File: config.mk
export PLATFORM = sky130hd
export DESIGN_NAME = ras_predictor
export DESIGN_NICKNAME = d
export VERILOG_FILES = /design/src/rtl/ras_predictor.sv
export SDC_FILE = /design/constraint.sdc
export NUM_CORES = 2
export LEC_CHECK = 0
export BUFFER_PORTS_ARGS = -buffer_cell sky130_fd_sc_hd__clkbuf_2
export CAP_MARGIN = 20
export CORE_MARGIN = 4
export CORE_UTILIZATION = 55
export CTS_CLUSTER_DIAMETER = 150
export DETAILED_ROUTE_END_ITERATION = 10
export PLACE_DENSITY = 0.77
export SYNTH_ARGS = -nofsm -noshare
export SYNTH_HDL_FRONTEND = slang
export SYNTH_SLANG_ARGS = --single-unit
File: constraint.sdc
create_clock -name clk -period 4.3 [get_ports clk]
set_input_delay 0.215 -clock clk [delete_from_list [all_inputs] [get_ports clk]]
set_output_delay 0.215 -clock clk [all_outputs]
set_load 0.01 [all_outputs]
File: src/rtl/ras_predictor.sv
// Return address stack for the Fetch-stage branch predictor, with checkpoint repair.
// Optional `RAS_TOS_REPAIR_EN: repair also rewrites the checkpointed top entry (RepairTopE/TopF).
module ras_predictor #(
  parameter int unsigned XLEN     = 64,
  parameter int unsigned RAS_SIZE = 16,
  parameter int unsigned PTRW     = $clog2(RAS_SIZE)
) (
  input  logic              clk,
  input  logic              reset_n,
  input  logic              StallF,
  input  logic              PushF,
  input  logic              PopF,
  input  logic [XLEN-1:0]   PCLinkF,
  input  logic              RepairE,
  input  logic [PTRW-1:0]   RepairPtrE,
  input  logic [PTRW:0]     RepairCountE,
`ifdef RAS_TOS_REPAIR_EN
  input  logic [XLEN-1:0]   RepairTopE,
  output logic [XLEN-1:0]   TopF,
`endif
  output logic [XLEN-1:0]   RetAddrF,
  output logic              RasValidF,
  output logic [PTRW-1:0]   PtrF,
  output logic [PTRW:0]     CountF
);

  localparam int unsigned     CNTW = PTRW + 1;
  localparam logic [CNTW-1:0] FULL = CNTW'(RAS_SIZE);

  logic [XLEN-1:0] mem_q [RAS_SIZE];
  logic [PTRW-1:0] ptr_q, ptr_d;
  logic [CNTW-1:0] count_q, count_d;
  logic            wr_en;
  logic [PTRW-1:0] wr_idx;
  logic [XLEN-1:0] wr_data;

  // Next-state: repair beats stall, stall beats push/pop.
  always_comb begin
    ptr_d   = ptr_q;
    count_d = count_q;
    wr_en   = 1'b0;
    wr_idx  = ptr_q;
    wr_data = PCLinkF;
    if (RepairE) begin
      ptr_d   = RepairPtrE;
      count_d = RepairCountE;
`ifdef RAS_TOS_REPAIR_EN
      wr_en   = 1'b1;
      wr_idx  = RepairPtrE;
      wr_data = RepairTopE;
`endif
    end else if (!StallF) begin
      if (PushF && PopF) begin
        // Coroutine jalr: replace the top in place.
        wr_en = 1'b1;
        if (count_q == '0) count_d = CNTW'(1);
      end else if (PushF) begin
        ptr_d  = ptr_q + PTRW'(1);
        wr_en  = 1'b1;
        wr_idx = ptr_q + PTRW'(1);
        if (count_q != FULL) count_d = count_q + CNTW'(1);
      end else if (PopF && (count_q != '0)) begin
        ptr_d   = ptr_q - PTRW'(1);
        count_d = count_q - CNTW'(1);
      end
    end
  end

  always_ff @(posedge clk or negedge reset_n) begin
    if (!reset_n) begin
      ptr_q   <= '0;
      count_q <= '0;
    end else begin
      ptr_q   <= ptr_d;
      count_q <= count_d;
    end
  end

  always_ff @(posedge clk or negedge reset_n) begin
    if (!reset_n) begin
      for (int i = 0; i < int'(RAS_SIZE); i++) mem_q[i] <= '0;
    end else if (wr_en) begin
      mem_q[wr_idx] <= wr_data;
    end
  end

  assign RetAddrF  = mem_q[ptr_q];
  assign RasValidF = (count_q != '0);
  assign PtrF      = ptr_q;
  assign CountF    = count_q;
`ifdef RAS_TOS_REPAIR_EN
  assign TopF      = mem_q[ptr_q];
`endif

endmodule

==> run_results.csv <==
group,metric,value,unit
logic_synthesis,avgSynthCellArea,17.08,µm²
routing,wl_per_cell,27.12,µm
die,die_y,300.4,µm
placed_design,dpl_cell_area,0.04882,mm²
clock_tree,cts.sinks,1033,
logic_synthesis,yosys_register_bits,1033,
clock_tree,cts-resized-gates,0,
clock_tree,ctsLongestPathBuffers,3,
logic_synthesis,synth_fp_nets,2839,
grt,grt_max_degree,174,
cells_and_area,area_growth,12.80,%
sta,grt_setup_unrepaired,"no",
routing,first_iter_violations,1961,
setup_path,critPathBufInv,3,
die,dieArea,0.09024,mm²
sta,layout_worst_path_cycle_share,0.9853,
clock_tree,cts_root_buf,"clkbuf_16",
logic_synthesis,synth_edf_count,0,
setup_path,worstSetupStartpointType,"flop",
sta,skew,0.02531,ns
die,initial_utilization,0.5584,
setup_path,crit_fanout,173,
placed_design,place_congestion,0.7788,
die,rows,106,
sta,hold_viol,0,
pwr,ir_drop,0.3909,mV
pwr,p_leak,24.71,nW
cells_and_area,fin_area,0.05304,mm²
clock_tree,worstSkewPairLatency,0.67,ns
clock_tree,clkTransAtPathRegs,0.06,ns
cells_and_area,drive_above_1_share,0.5551,
status,outcome,"completed",
routing,drcViolationCount,0,
logic_synthesis,synth.distinct_cells,54,
placed_design,dp_hpwl,64.11,mm
sta,max_freq,0.2360,GHz
die,core,0.08422,mm²
die,ios,153,
setup_path,crit_chain,"buf_12 -> buf_4 -> mux4_2 -> mux4_2 -> clkbuf_2",
routing,num_vias,25880,
routing,finalWirelength,111.6,mm
routing,firstDrtPassIters,5,
logic_synthesis,syn-instance-count,2754,
sta,final.setup.tns,0,ns
cells_and_area,layout.nets,2974,
grt,overflow,0,
setup_path,crit_required,4.09,ns
setup_path,crit_top_cell,"mux4_2",
sta,setup_viol,0,
die,dieWidth,300.4,µm
min_path,hold_path_class,"in -> reg",
logic_synthesis,yosysWarnings,0,
setup_path,cp.arrival,4.02,ns
setup_path,cpLargestDelayFamily,"buffers and inverters",
logic_synthesis,yosysSeqAreaShare,0.5497,
clock_tree,cts_tree,"done",
logic_synthesis,ys.flop_type,"dfrtp_1",
clock_tree,cts_buffers,105,
setup_path,critPathSlowestCell,"buf_12",
sta,holdWs,0.02846,ns
cells_and_area,fillers,5771,
setup_path,path_class,"reg -> out",
logic_synthesis,synth_area,0.04703,mm²
sta,worst_pin_slew,1.177,ns
grt,antenna_found_initial,6,
grt,first_global_vias,28890,
sta,period_needed,4.237,ns
flow_run,timing.max_cap.violations,0,
sta,finalMaxSlewViolations,0,
grt,grt_pass1_wl,176.4,mm
pwr,p_per_area,610.3,mW/mm²
setup_path,critPathMaxStageDelay,0.77,ns
grt,grtUsageTotal,0.2539,
clock_tree,htree_levels,3,
logic_synthesis,synthArstFlopShare,1.000,
routing,ant_nets,0,
placed_design,portBuffers,152,
routing,vias_per_cell,6.288,
sta,relSlewSlack,0.2153,
setup_path,end_kind,"output port",
-- final cells by class --
class	count	area, µm²	share of cell area
Clock buffer	157	3134	0.05909
Sequential cell	1033	25860	0.4875
Antenna cell	3	7.507	0.0001415
Inverter	7	31.28	0.0005897
Timing Repair Buffer	273	2097	0.03953
Tap cell	1134	1419	0.02675
Clock inverter	39	510.5	0.009624
Multi-Input combinational cell	1469	19980	0.3767
-- synth_stat cells, types with 2 or more instances --
library cell / number / area share
o41ai_1: 3 / 0.00056
buf_4: 2 / 0.00032
nand3_1: 6 / 0.00064
mux2i_1: 2 / 0.00043
xor2_1: 2 / 0.00037
o2111ai_1: 2 / 0.00037
o2111ai_4: 8 / 0.0045
and3b_1: 5 / 0.00093
or4_1: 3 / 0.00048
nand2_1: 8 / 0.00064
buf_2: 59 / 0.0063
a21oi_1: 4 / 0.00043
a31oi_1: 3 / 0.00040
xnor2_1: 2 / 0.00037
mux4_2: 320 / 0.15
buf_6: 25 / 0.0060
nand2b_1: 5 / 0.00067
mux2_1: 112 / 0.027
o21a_1: 6 / 0.00096
o21ai_0: 6 / 0.00064
and3_1: 2 / 0.00027
nor3b_1: 5 / 0.00080
buf_1: 25 / 0.0020
inv_1: 6 / 0.00048
mux2_2: 917 / 0.22
or3_1: 5 / 0.00067
a221oi_2: 2 / 0.00064
dfrtp_1: 1033 / 0.55
nor2_1: 4 / 0.00032
a221oi_4: 6 / 0.0034
nor3_1: 5 / 0.00053
o211a_1: 2 / 0.00043
clkbuf_1: 134 / 0.011
ha_1: 5 / 0.0013
-- power by group --
part           leakage [nW]  internal [W]  switching (W)
Clock                  1.80       0.00565        0.00382
Combinational          9.18       0.00499        0.00324
Sequential             13.7        0.0130        0.00169
-- registers in the layout, summed over array words and instances, names as in the netlist --
| signal | count |
|---|---|
| mem_q | 1024 |
| CountF | 5 |
| PtrF | 4 |
-- path summary, 6_finish.rpt --
kind,cells after the start,to,start,slack (ns)
worst min-delay path,2,mem_q[28],PCLinkF[28],0.03
worst max register to register,6,mem_q[152],PtrF[2],0.84
worst max-delay path,5,RetAddrF[4],PtrF[1],0.06
worst min register to register,1,mem_q[333],mem_q[333],0.48
max in group asynchronous,3,mem_q[542],reset_n,2.74
min in group asynchronous,2,mem_q[10],reset_n,0.22
-- stage by stage --
stage | worst slack, ns | total power (W) | utilization | cells
final | 0.06313 | 0.03237 | 0.6298 | 4115
after global routing | 0.07603 | 0.03396 | 0.6298 | 4114
after detailed placement | 0.8797 | 0.02306 | 0.5797 | 3859
after floorplan | 0.9593 | 0.02038 | - | 2754
after global placement | 0.8820 | 0.02235 | 0.5797 | 3859
after CTS | 0.1570 | 0.03264 | 0.6297 | 4112
-- kinds of logic (layout without fill, tap and decap cells) --
logic type               count (synthesis)  in the layout  share of synthesized area
adder cells (fa/ha/maj)                  6              6                   0.001756
AO/OA/AOI/OAI                           52             52                    0.01426
AND/OR/NAND/NOR                         56             56                   0.007610
XOR/XNOR                                 4              4                  0.0007451
multiplexers                          1351           1351                     0.4001
flip-flops                            1033           1033                     0.5497
buffers and inverters                  252            476                    0.02584
other                                    0              3                          0
-- what timing repair did --
| item | in CTS | in global routing |
|---|---|---|
| hold endpoints to repair | 343 | 0 |
| setup buffers | 0 | 0 |
| setup endpoints to repair | 0 | 0 |
| hold buffers | 57 | 0 |
-- layout by cell type, fill, tap and decap left out, drive strengths merged, types with 10 or more instances in the layout --
master       netlist  final
dfrtp           1033   1033
mux2            1029   1029
mux4             320    320
clkbuf           134    308
buf              111     65
dlygate4sd3        0     57
clkinv             1     23
inv                6     11
bufinv             0     10
o2111ai           10     10
-- per-layer routing --
metal | GRT usage | vias to the layer above | wire length [µm]
met5 | 0 | - | 61
met4 | 0.07188 | 8 | 2848
met3 | 0.04441 | 202 | 6373
met2 | 0.4172 | 690 | 55190
met1 | 0.3545 | 14240 | 47120
li1 | - | 10740 | -
(Power assumes the default switching activity.)
